## src/rtl/conv_seq_ctrl_if.sv

```systemverilog
// Handshake and ROM/bank bus between the conv sequencer and its surrounding
// datapath (weight/bias ROMs, window fetch, MAC, output buffer).
interface conv_seq_ctrl_if #(
  parameter int DATA_W = 32,
  parameter int KSIZE  = 5
);
  logic                            start;
  logic                            out_ready;
  logic [7:0]                      w_addr;
  logic [DATA_W-1:0]               w_rdata;
  logic [2:0]                      b_addr;
  logic [DATA_W-1:0]               b_rdata;
  logic [KSIZE*KSIZE*DATA_W-1:0]   weight_flat;
  logic [DATA_W-1:0]               bias_out;
  logic [2:0]                      filter_idx;
  logic [9:0]                      win_base;
  logic                            win_valid;
  logic                            adv;
  logic [12:0]                     out_addr;
  logic                            out_valid;
  logic                            busy;
  logic                            done;

  modport master (
    input  start, out_ready, w_rdata, b_rdata,
    output w_addr, b_addr, weight_flat, bias_out, filter_idx,
           win_base, win_valid, adv, out_addr, out_valid, busy, done
  );

  modport slave (
    output start, out_ready, w_rdata, b_rdata,
    input  w_addr, b_addr, weight_flat, bias_out, filter_idx,
           win_base, win_valid, adv, out_addr, out_valid, busy, done
  );
endinterface

```

## src/rtl/conv_seq_ctrl.sv

```systemverilog
// Layer sequencer for the 5x5 conv MAC: per filter, loads weights/bias from
// ROM, scans all output positions and delays the output address to the result.
module conv_seq_ctrl #(
  parameter int DATA_W     = 32,
  parameter int IMG_W      = 32,
  parameter int KSIZE      = 5,
  parameter int NUM_FILTER = 6,
  parameter int OUT_ROW    = 28,
  parameter int OUT_COL    = 28,
  parameter int LAT        = 2
) (
  input logic             clk,
  input logic             rst_n,
  conv_seq_ctrl_if.master bus
);
  localparam int KK    = KSIZE * KSIZE;
  localparam int PLANE = OUT_ROW * OUT_COL;
  localparam int DW    = (LAT > 1) ? $clog2(LAT) : 1;

  typedef enum logic [2:0] {IDLE, LOAD, SCAN, DRAIN, DONE} state_t;

  state_t            state, state_nxt;
  logic [2:0]        n;
  logic [4:0]        k, x, y;
  logic [DW-1:0]     dcnt;
  logic [DATA_W-1:0] wbank [KK];
  logic [DATA_W-1:0] bias_q;
  logic [LAT-1:0]    dv;
  logic [12:0]       da [LAT];

  logic        adv, issue;
  logic        last_y, last_pos, drain_end, last_filter;
  logic [12:0] issue_addr;

  assign last_y      = (y == 5'(OUT_COL - 1));
  assign last_pos    = last_y && (x == 5'(OUT_ROW - 1));
  assign drain_end   = (dcnt == DW'(LAT - 1));
  assign last_filter = (n == 3'(NUM_FILTER - 1));
  assign issue_addr  = 13'(n) * 13'(PLANE) + 13'(x) * 13'(OUT_COL) + 13'(y);

  always_comb begin
    adv = 1'b0;
    if (state == SCAN || state == DRAIN) adv = bus.out_ready;
  end
  assign issue = (state == SCAN) && adv;

  always_ff @(posedge clk) begin
    if (!rst_n) state <= IDLE;
    else        state <= state_nxt;
  end

  always_comb begin
    state_nxt = state;
    case (state)
      IDLE:    if (bus.start) state_nxt = LOAD;
      LOAD:    if (k == 5'(KK)) state_nxt = SCAN;
      SCAN:    if (adv && last_pos) state_nxt = DRAIN;
      DRAIN:   if (adv && drain_end) state_nxt = last_filter ? DONE : LOAD;
      DONE:    state_nxt = IDLE;
      default: state_nxt = IDLE;
    endcase
  end

  always_comb begin
    bus.adv         = adv;
    bus.busy        = (state != IDLE);
    bus.done        = (state == DONE);
    bus.win_valid   = issue;
    bus.win_base    = '0;
    bus.w_addr      = '0;
    bus.b_addr      = n;
    bus.filter_idx  = n;
    bus.bias_out    = bias_q;
    bus.out_valid   = dv[LAT-1];
    bus.out_addr    = da[LAT-1];
    bus.weight_flat = '0;
    if (state == SCAN) bus.win_base = 10'(x) * 10'(IMG_W) + 10'(y);
    if (state == LOAD && k < 5'(KK)) bus.w_addr = 8'(n) * 8'(KK) + 8'(k);
    for (int unsigned i = 0; i < KK; i++)
      bus.weight_flat[DATA_W*i +: DATA_W] = wbank[i];
  end

  // ROM data lags its address by one cycle, so step k captures weight k-1.
  always_ff @(posedge clk) begin
    if (!rst_n) begin
      n      <= '0;
      k      <= '0;
      x      <= '0;
      y      <= '0;
      dcnt   <= '0;
      bias_q <= '0;
      for (int unsigned i = 0; i < KK; i++) wbank[i] <= '0;
    end else begin
      case (state)
        IDLE: if (bus.start) begin
          n <= '0;
          k <= '0;
        end
        LOAD: begin
          if (k != 5'd0) wbank[k - 5'd1] <= bus.w_rdata;
          if (k == 5'd1) bias_q <= bus.b_rdata;
          if (k == 5'(KK)) begin
            k <= '0;
            x <= '0;
            y <= '0;
          end else begin
            k <= k + 5'd1;
          end
        end
        SCAN: begin
          dcnt <= '0;
          if (adv) begin
            if (last_y) begin
              y <= '0;
              x <= last_pos ? 5'd0 : x + 5'd1;
            end else begin
              y <= y + 5'd1;
            end
          end
        end
        DRAIN: if (adv) begin
          if (drain_end) begin
            dcnt <= '0;
            k    <= '0;
            if (!last_filter) n <= n + 3'd1;
          end else begin
            dcnt <= dcnt + 1'b1;
          end
        end
        default: ;
      endcase
    end
  end

  always_ff @(posedge clk) begin
    if (!rst_n) begin
      dv <= '0;
      for (int unsigned i = 0; i < LAT; i++) da[i] <= '0;
    end else if (adv) begin
      dv[0] <= issue;
      da[0] <= issue_addr;
      for (int unsigned i = 1; i < LAT; i++) begin
        dv[i] <= dv[i-1];
        da[i] <= da[i-1];
      end
    end
  end
endmodule

```

## src/flat_wrapper.sv

```systemverilog
// flat-port wrapper written by rule: the top's interface ports become plain ports
module conv_seq_ctrl_flat 
#(
  parameter int DATA_W     = 32,
  parameter int IMG_W      = 32,
  parameter int KSIZE      = 5,
  parameter int NUM_FILTER = 6,
  parameter int OUT_ROW    = 28,
  parameter int OUT_COL    = 28,
  parameter int LAT        = 2
)
  (clk, rst_n, bus_start, bus_out_ready, bus_w_rdata, bus_b_rdata, bus_w_addr, bus_b_addr, bus_weight_flat, bus_bias_out, bus_filter_idx, bus_win_base, bus_win_valid, bus_adv, bus_out_addr, bus_out_valid, bus_busy, bus_done);
  conv_seq_ctrl_if #(.DATA_W(DATA_W), .KSIZE(KSIZE)) bus_i ();
  input logic clk;
  input logic rst_n;
  input wire logic [$bits(bus_i.start)-1:0] bus_start;
  input wire logic [$bits(bus_i.out_ready)-1:0] bus_out_ready;
  input wire logic [$bits(bus_i.w_rdata)-1:0] bus_w_rdata;
  input wire logic [$bits(bus_i.b_rdata)-1:0] bus_b_rdata;
  output wire logic [$bits(bus_i.w_addr)-1:0] bus_w_addr;
  output wire logic [$bits(bus_i.b_addr)-1:0] bus_b_addr;
  output wire logic [$bits(bus_i.weight_flat)-1:0] bus_weight_flat;
  output wire logic [$bits(bus_i.bias_out)-1:0] bus_bias_out;
  output wire logic [$bits(bus_i.filter_idx)-1:0] bus_filter_idx;
  output wire logic [$bits(bus_i.win_base)-1:0] bus_win_base;
  output wire logic [$bits(bus_i.win_valid)-1:0] bus_win_valid;
  output wire logic [$bits(bus_i.adv)-1:0] bus_adv;
  output wire logic [$bits(bus_i.out_addr)-1:0] bus_out_addr;
  output wire logic [$bits(bus_i.out_valid)-1:0] bus_out_valid;
  output wire logic [$bits(bus_i.busy)-1:0] bus_busy;
  output wire logic [$bits(bus_i.done)-1:0] bus_done;
  assign bus_i.start = bus_start;
  assign bus_i.out_ready = bus_out_ready;
  assign bus_i.w_rdata = bus_w_rdata;
  assign bus_i.b_rdata = bus_b_rdata;
  assign bus_w_addr = bus_i.w_addr;
  assign bus_b_addr = bus_i.b_addr;
  assign bus_weight_flat = bus_i.weight_flat;
  assign bus_bias_out = bus_i.bias_out;
  assign bus_filter_idx = bus_i.filter_idx;
  assign bus_win_base = bus_i.win_base;
  assign bus_win_valid = bus_i.win_valid;
  assign bus_adv = bus_i.adv;
  assign bus_out_addr = bus_i.out_addr;
  assign bus_out_valid = bus_i.out_valid;
  assign bus_busy = bus_i.busy;
  assign bus_done = bus_i.done;
  conv_seq_ctrl #(.DATA_W(DATA_W), .IMG_W(IMG_W), .KSIZE(KSIZE), .NUM_FILTER(NUM_FILTER), .OUT_ROW(OUT_ROW), .OUT_COL(OUT_COL), .LAT(LAT)) u_core (.clk(clk), .rst_n(rst_n), .bus(bus_i));
endmodule
```

## config.mk

```make
export PLATFORM = sky130hd
export DESIGN_NAME = conv_seq_ctrl_flat
export DESIGN_NICKNAME = d
export VERILOG_FILES = /design/src/rtl/conv_seq_ctrl_if.sv /design/src/rtl/conv_seq_ctrl.sv /design/src/flat_wrapper.sv
export SDC_FILE = /design/constraint.sdc
export NUM_CORES = 1
export LEC_CHECK = 0
export BUFFER_PORTS_ARGS = -buffer_cell sky130_fd_sc_hd__buf_2
export CAP_MARGIN = 20
export CORE_AREA = 3 3 370 372
export DETAILED_ROUTE_END_ITERATION = 10
export DIE_AREA = 0 0 373 375
export PLACE_DENSITY = 0.44
export SETUP_SLACK_MARGIN = 0.5
export SLEW_MARGIN = 25
export SYNTH_ARGS = -nofsm -noshare
export SYNTH_HDL_FRONTEND = slang
export SYNTH_SLANG_ARGS = --single-unit
```

## constraint.sdc

```tcl
create_clock -name clk -period 6.2 [get_ports clk]
set_input_delay 1.24 -clock clk [delete_from_list [all_inputs] [get_ports clk]]
set_output_delay 1.24 -clock clk [all_outputs]
set_load 0.1 [all_outputs]
```

# Yosys cells after proc, flatten, opt, wreduce, memory -nomap -nowiden
# Memory sizes are Yosys's and may differ from the RTL's.
# Index checks and enable logic that the tools add are counted.
# classes
n_addsub	10
n_mul	3
magnitude_cmp	1
eq_ne	18
n_mux	43
bitwise	2
reduce_logical	21
# ops
op	n
5-bit 2-to-1 mux	11
32-bit 2-to-1 mux	1
32-bit OR reduction	1
3-bit 2-to-1 mux	9
13-bit 2-to-1 mux	2
5-bit case mux with 2 select lines	2
5-bit by 1-bit adder with 5-bit output (second input constant)	3
5-bit equality test (second input constant)	3
5-bit case mux with 3 select lines	1
13-bit by 10-bit adder with 13-bit output	1
13-bit by 5-bit adder with 13-bit output	1
1-bit 2-to-1 mux	12
3-bit case mux with 4 select lines	1
4-bit AND reduction	3
10-bit by 5-bit adder with 10-bit output	1
10-bit 2-to-1 mux	1
2-bit != test (second input constant)	5
3-bit by 6-bit multiplier with 9-bit output (second input constant)	1
8-bit by 5-bit adder with 8-bit output	1
3-bit by 5-bit multiplier with 8-bit output (second input constant)	1
5-bit by 3-bit multiplier with 8-bit output (second input constant)	1
8-bit 2-to-1 mux	1
2-bit by 1-bit != test with 1-bit output (second input constant)	4
3-bit by 2-bit equality test with 1-bit output (second input constant)	2
19 further kinds	29
# word_totals
ff_bits	56
ram_bits	826
output_inout_bits	874
mem_count	2
# mem_list
name	depth	width	rd	rd_clocked_by_memory_dff	wr	line_no	source
u_core.wbank	25	32	25	0	25	conv_seq_ctrl.sv:26	logic [DATA_W-1:0] wbank [KK];
u_core.da	2	13	2	0	2	conv_seq_ctrl.sv:29	logic [12:0] da [LAT];

# Depth between registers and ports, before layout
# Gate-level depths: netlist of run 1.
# depth
ltp_word	7
mapped_depth	14
mapped_depth_nobuf	14

# Worst setup path before layout of run 1
# No wires, ideal clock.
# synth_timing
kind	reg-to-output
start	reg u_core.n[1], in the netlist u_core.bus.b_addr[1]
end	out bus_w_addr[7]
arrival_time_ns	4.861
t_required_ns	4.960
setup_slack_ns	0.099
stages_incl_launch_ff	11
n_path_buf	0
cell_sequence	dfxtp_1 inv_1 ha_1 inv_1 ha_1 ha_1 o21a_1 o31a_1 o21a_1 o21a_1 nor3_1
# synth_via
elab_chain_len	3
# synth_rtl
element	line_no	source
from (decl)	conv_seq_ctrl.sv:23	logic [2:0] n;
from (signal assigned)	conv_seq_ctrl.sv:125	if (!last_filter) n <= n + 3'd1;
3-bit by 5-bit multiplier with 8-bit output	conv_seq_ctrl.sv:78	if (state == LOAD && k < 5'(KK)) bus.w_addr = 8'(n) * 8'(KK) + 8'(k);
8-bit by 5-bit adder with 8-bit output	conv_seq_ctrl.sv:78	
8-bit 2-to-1 mux	conv_seq_ctrl.sv:78	
to (decl)	flat_wrapper.sv:20	output wire logic [$bits(bus_i.w_addr)-1:0] bus_w_addr;
# Every way passes these cells.

# Final worst setup path of run 1
# layout_timing
start	reg u_core.n[0], in the netlist u_core.bus.b_addr[0]
end	out bus_w_addr[7]
# The elaborated chain is that of the path after synthesis.

==> summary.md, run 1 <==
| Metric | Value |
|---|---|
| Final #Nets | 3380 |
| Hold-fix buffers, CTS | 0 |
| Port Buf Inserts | 941 |
| Clk slew on worst S/H paths | 60 ps |
| Synth Instances | 2348 |
| Die Y | 375 um |
| RSZ-0062 raised after global routing | no |
| Crit path kind | reg -> out |
| Row count | 134 |
| Crit path max fanout | 9 |
| Initial Util | 26.1% |
| Total track usage | 19.9% |
| CP endpoint kind | primary output |
| Hold Slack | 451 ps |
| Register area share after synthesis | 74.3% |
| Setup ws final | 1400 ps |
| Core ar. | 0.134 mm2 |
| Layout cells sized above 1 | 35.8% |
| Final WL | 143000 um |
| Fmax | 208 MHz |
| Avg Cell Area, Syn | 14.9 um2 |
| Least-Margin Pin Slew | 1060 ps |
| Initial antenna violation count | 27 |
| Critical path arrival | 3560 ps |
| Largest net degree at the start of global routing | 39 |
| Synth Net Count | 2471 |
| Yosys warnings | 0 |
| TritonCTS buffer count | 99 |
| Vias | 22100 |
| Max IR drop VDD | 208 uV |
| DR pass1 iterations | 5 |
| Netlist cell types | 60 |
| H-tree depth | 3 |
| Post-Syn Area | 0.0349 mm2 |
| Area grow syn2layout | 28.9% |
| Area of the die | 0.140 mm2 |
| GPL Wtd Cong | 0.766 |
| Post-synth EDFFs | 826 |
| Clock Latency Late Sink | 720 ps |
| Worst Path Required | 4960 ps |
| Crit share post-route | 77.4% |
| Post-CTS Setup Repair Bufs | 0 |
| Chip Width | 373 um |
| Design area | 0.0449 mm2 |
| DRC viols | 0 |
| Seq cells post-synth | 882 |
| Vias in the first global route | 22300 |
| Tmin final | 4800 ps |
| Post-DP HPWL | 98700 um |
| Maximum capacitance violations | 0 |
| CTS resizes | 0 |
| Final design utilization | 33.6% |
| Clock Sinks | 882 |
| Main synth FF type | edfxtp_1 |
| Final Setup Violations | 0 |
| WL/cell | 27.9 um |
| Post-synthesis async set-or-reset flop share | 0% |
| CTS tree | yes |
| Initial DRC Count | 2017 |
| Pre-CTS WS | 1620 ps |
| Startpoint types | flip-flop |
| Reg2reg setup slack | 2340 ps |
| Pins Over Slew Limit | 0 |
| Num ports | 942 |
| First-pass GRT wire length | 193000 um |
| Global route overflow | 0 |
| Placed Area | 0.0418 mm2 |
| Sum Neg Setup Slack | 0 ps |
| DRT antenna net count | 0 |
| Root buf cell | clkbuf_16 |
| Bufs on Longest Clock Path | 3 |
| Skew final | 40.4 ps |
| Leak | 18.8 nW |
| Hold Vio Cnt, Final | 0 |
| Worst hold path class | reg -> reg |
| Status | finished clean |
| Vias/cell | 4.33 |
| Slew headroom | 29.3% |
| Pwr Density | 349 mW/mm2 |
synth_stat cells (19+ instances only):
cell type	instances	area, um2
and2_1	808	5050
buf_4	19	143
nand2_1	88	330
inv_1	23	86.3
a21oi_1	49	245
dfxtp_1	56	1120
clkbuf_1	103	387
o21ai_0	37	185
and3_1	21	131
clkbuf_2	45	225
ha_1	47	588
edfxtp_1	826	24800
nor2_1	56	210
worst max-delay path, cell delays in order, from the launching register on:
cell and delay (ps):
dfxtp_1 600, ha_1 310, inv_1 110, ha_1 250
ha_1 340, o21a_1 190, o31a_1 120, o21a_1 190
o21a_1 170, nor3_2 140, buf_2 440
stage by stage:
step / total power, mW / instances
finish: 15.7 / 5117
detailed placement: 10.1 / 4923
global route: 16.2 / 5103
global placement: 10.1 / 4918
CTS: 15.9 / 5101
floorplan: 9.39 / 2348
layer usage:
layer	track usage (%)	vias to the layer above	routed length (um)
li1	-	9942	-
met3	6.10	185	11800
met2	33.9	947	69700
met1	24.0	11100	56700
met5	0	-	0
met4	6.28	0	4460
cell usage in the layout (no fill, tap or decap), types with 23 or more instances in the layout:
cell	synthesis	layout
clkbuf_1	103	26
nor2_1	56	46
edfxtp_1	826	826
nand2_1	88	87
ha_1	47	47
and2_1	808	808
buf_4	19	49
inv_1	23	23
buf_2	16	939
a21oi_1	49	49
clkbuf_16	0	100
dfxtp_1	56	56
cell type report:
type | count | area (um2)
antenna | 15 | 37.5
clock buffer | 126 | 2600
tap | 1768 | 2210
multi-input combinational | 1256 | 8360
fill | 13300 | 88700
sequential | 882 | 25900
timing repair buffer | 994 | 5230
inverter | 24 | 90.1
clock inverter | 52 | 488
worst paths after layout:
check,from,to,depth (start not counted)
min reg2reg,u_core.bus.bias_out[19],u_core.bus.bias_out[19],2
max,u_core.bus.b_addr[0],bus_w_addr[7],10
min,u_core.bus.bias_out[19],u_core.bus.bias_out[19],2
max reg2reg,u_core.state[0],u_core.wbank[16][13],5
power breakdown:
part	internal, mW	switching (mW)
logic	0.404	2.70
clock network	3.22	2.50
registers	6.75	0.131
cell families (layout without fill, tap and decap cells):
logic type      count (synthesis)  in the layout  synth area share (%)
mux                             4              4                 0.115
buf+inv                       210           1196                  2.71
xor+xnor                       21             21                 0.527
fa+ha+maj                      55             55                  2.15
other cells                     0             15                     0
compound gates                132            132                  2.32
flops                         882            882                  74.3
simple gates                 1044           1044                  17.8
state kept, by name, indices dropped and copies added (netlist names), 2 cells and up:
| register | flops |
|---|---|
| u_core.wbank | 800 |
| u_core.bus.bias_out | 32 |
| u_core.da | 26 |
| u_core.k | 5 |
| u_core.x | 5 |
| u_core.y | 5 |
| u_core.bus.b_addr | 3 |
| u_core.state | 3 |
| u_core.dv | 2 |
Note: power is estimated with default switching activity, not from simulation.
==> run 2: changes to the inputs <==
==> constraint.sdc (replaced) <==
create_clock -name clk -period 5.05 [get_ports clk]
set_input_delay 1.01 -clock clk [delete_from_list [all_inputs] [get_ports clk]]
set_output_delay 1.01 -clock clk [all_outputs]
set_load 0.1 [all_outputs]
==> summary.md, run 2 (same netlist as run 1, synthesis figures left out) <==
| Metric | Value |
|---|---|
| Crit path kind | reg -> out |
| Total track usage | 19.7% (-0.14 points) |
| Vias/cell | 4.33 (+0.12%) |
| TritonCTS buffer count | 101 (+2.0%) |
| Global route overflow | 0 (unchanged) |
| Register name with the most flops | u_core.wbank |
| Status | finished clean |
| Total power | 19.3 mW (+23%) |
| Design area | 0.0450 mm2 (about the same) |
| Final #Nets | 3383 (+0.089%) |
| WL/cell | 27.7 um (-0.55%) |
| Commonest non-fill, non-tap cell in the layout | buf_2 |
| DRT antenna net count | 0 (unchanged) |
| Chip Width | 373 um (unchanged) |
| Num ports | 942 (unchanged) |
| Fmax | 231 MHz |
| CP endpoint kind | primary output |
| Layout cells sized above 1 | 36.0% (+0.18 points) |
| Largest register FFs | 800 (unchanged) |
| Die Y | 375 um (unchanged) |
| Initial antenna violation count | 26 (-3.7%) |
| Critical path arrival | 3310 ps (-250 ps) |
| Post-DP HPWL | 97800 um (-0.89%) |
| Row count | 134 (unchanged) |
| Core ar. | 0.134 mm2 (unchanged) |
| Reg2reg path depth | 14 (+9) |
| Crit path cell chain | ha_1 > ha_1 > nor2b_1 > o31a_1 > o21a_1 > o21a_1 > nor3_2 > buf_6 |
| Largest net degree at the start of global routing | 39 (unchanged) |
| CTS tree | yes |
| Worst hold path class | reg -> reg |
| Placed Area | 0.0418 mm2 (about the same) |
| Hold Slack | 450 ps (-1.48 ps) |
| Final WL | 142000 um (-0.55%) |
| Max IR drop VDD | 259 uV (+25%) |
| Initial DRC Count | 1945 (-3.6%) |
| Clock Sinks | 882 (unchanged) |
| Slowest-stage cell, CP | dfxtp_1 |
| Vias in the first global route | 22400 (+0.47%) |
| Pre-CTS WS | 1180 ps (-445 ps) |
| Final Setup Violations | 0 (unchanged) |
| DRC viols | 0 (unchanged) |
| Sum Neg Setup Slack | 0 ps (unchanged) |
| Hold Vio Cnt, Final | 0 (unchanged) |
| First-pass GRT wire length | 192000 um (-0.50%) |
| Worst Path Required | 4040 ps (-920 ps) |
| Area grow syn2layout | 29.0% (about the same) |
| Slew headroom | 30.2% (+0.90 points) |
| Maximum capacitance violations | 0 (unchanged) |
| Pwr Density | 429 mW/mm2 (+23%) |
| Least-Margin Pin Slew | 1050 ps (-11.0 ps) |
| Placed insts | 4923 (unchanged) |
| Port Buf Inserts | 941 (unchanged) |
| CP peak stage delay | 670 ps (+70 ps) |
| WHS Path Cells | 2 (unchanged) |
| RSZ-0062 raised after global routing | no |
| Final std cells w/o fill | 5117 (unchanged) |
| Startpoint types | flip-flop |
| Most frequent cells in the layout | buf_2, edfxtp_1, and2_1 |
| H-tree depth | 3 (unchanged) |
| Leak | 18.8 nW (about the same) |
| Clk slew on worst S/H paths | 60 ps (about the same) |
| Pins Over Slew Limit | 0 (unchanged) |
| Final design utilization | 33.7% (about the same) |
| Root buf cell | clkbuf_16 |
| Area of the die | 0.140 mm2 (unchanged) |
| Tmin final | 4320 ps |
| Setup ws final | 727 ps (-674 ps) |
| Bufs on Longest Clock Path | 3 (unchanged) |
| Vias | 22200 (+0.12%) |
| DR pass1 iterations | 5 (unchanged) |
| GPL Wtd Cong | 0.793 (+3.5%) |
| Skew final | 64.9 ps (+24.5 ps) |
| Crit share post-route | 85.6% |
| Crit path max fanout | 15 (+6) |
| Initial Util | 26.1% (unchanged) |
| Clock Latency Late Sink | 730 ps (about the same) |
## run 2: cell types whose count changed in the layout (fill, tap and decap cells not counted), sizes merged
cell    change
buf         +1
bufinv      -3
clkbuf      +5
clkinv      -2
diode       -3
inv         +2
## run 2: worst paths after layout
check / slack, ps / start / end
setup / recovery: 730 / u_core.k[3] / bus_w_addr[7]
hold / removal: 450 / u_core.dv[1] / u_core.dv[1]
setup reg to reg: 1300 / u_core.x[3] / u_core.da[0][12]
hold reg to reg: 450 / u_core.dv[1] / u_core.dv[1]
## run 2: power breakdown
part	leakage (nW)	total [mW]	switching, mW	internal (mW)
sequential	8.98	8.44	0.157	8.29
clock	1.50	7.00	3.11	3.89
combinational	8.28	3.84	3.34	0.505
## run 2: worst max-delay path, delay by kind of cell (launching register included)
| family | cells | cell delay (ps) |
|---|---|---|
| AOI/OAI and AO/OA | 3 | 630 |
| buffers and inverters | 1 | 260 |
| adders and majority gates | 2 | 690 |
| and+or+nand+nor | 2 | 380 |
| DFF | 1 | 670 |
## run 2: area by class of cell
cell class | instances | area, um2
fill | 13300 | 88700
sequential | 882 | 25900
multi-input combinational | 1256 | 8420
timing repair buffer | 995 | 5200
clock buffer | 131 | 2660
tap | 1768 | 2210
clock inverter | 49 | 432
inverter | 24 | 90.1
antenna | 12 | 30.0
## run 2: timing repair
item | in CTS | in global routing
gates resized for setup | 1 | 3
endpoints found under the setup margin | 1 | 1
hold buffers | 0 | 0
setup buffers | 0 | 0
## run 2: layer usage
metal	vias to the layer above	part of all wire [%]	global-route usage, %
li1	9922	-	-
met1	11100	39	23.7
met2	992	49	33.7
met3	173	8.6	5.88
met4	0	3.0	6.71
met5	-	0	0
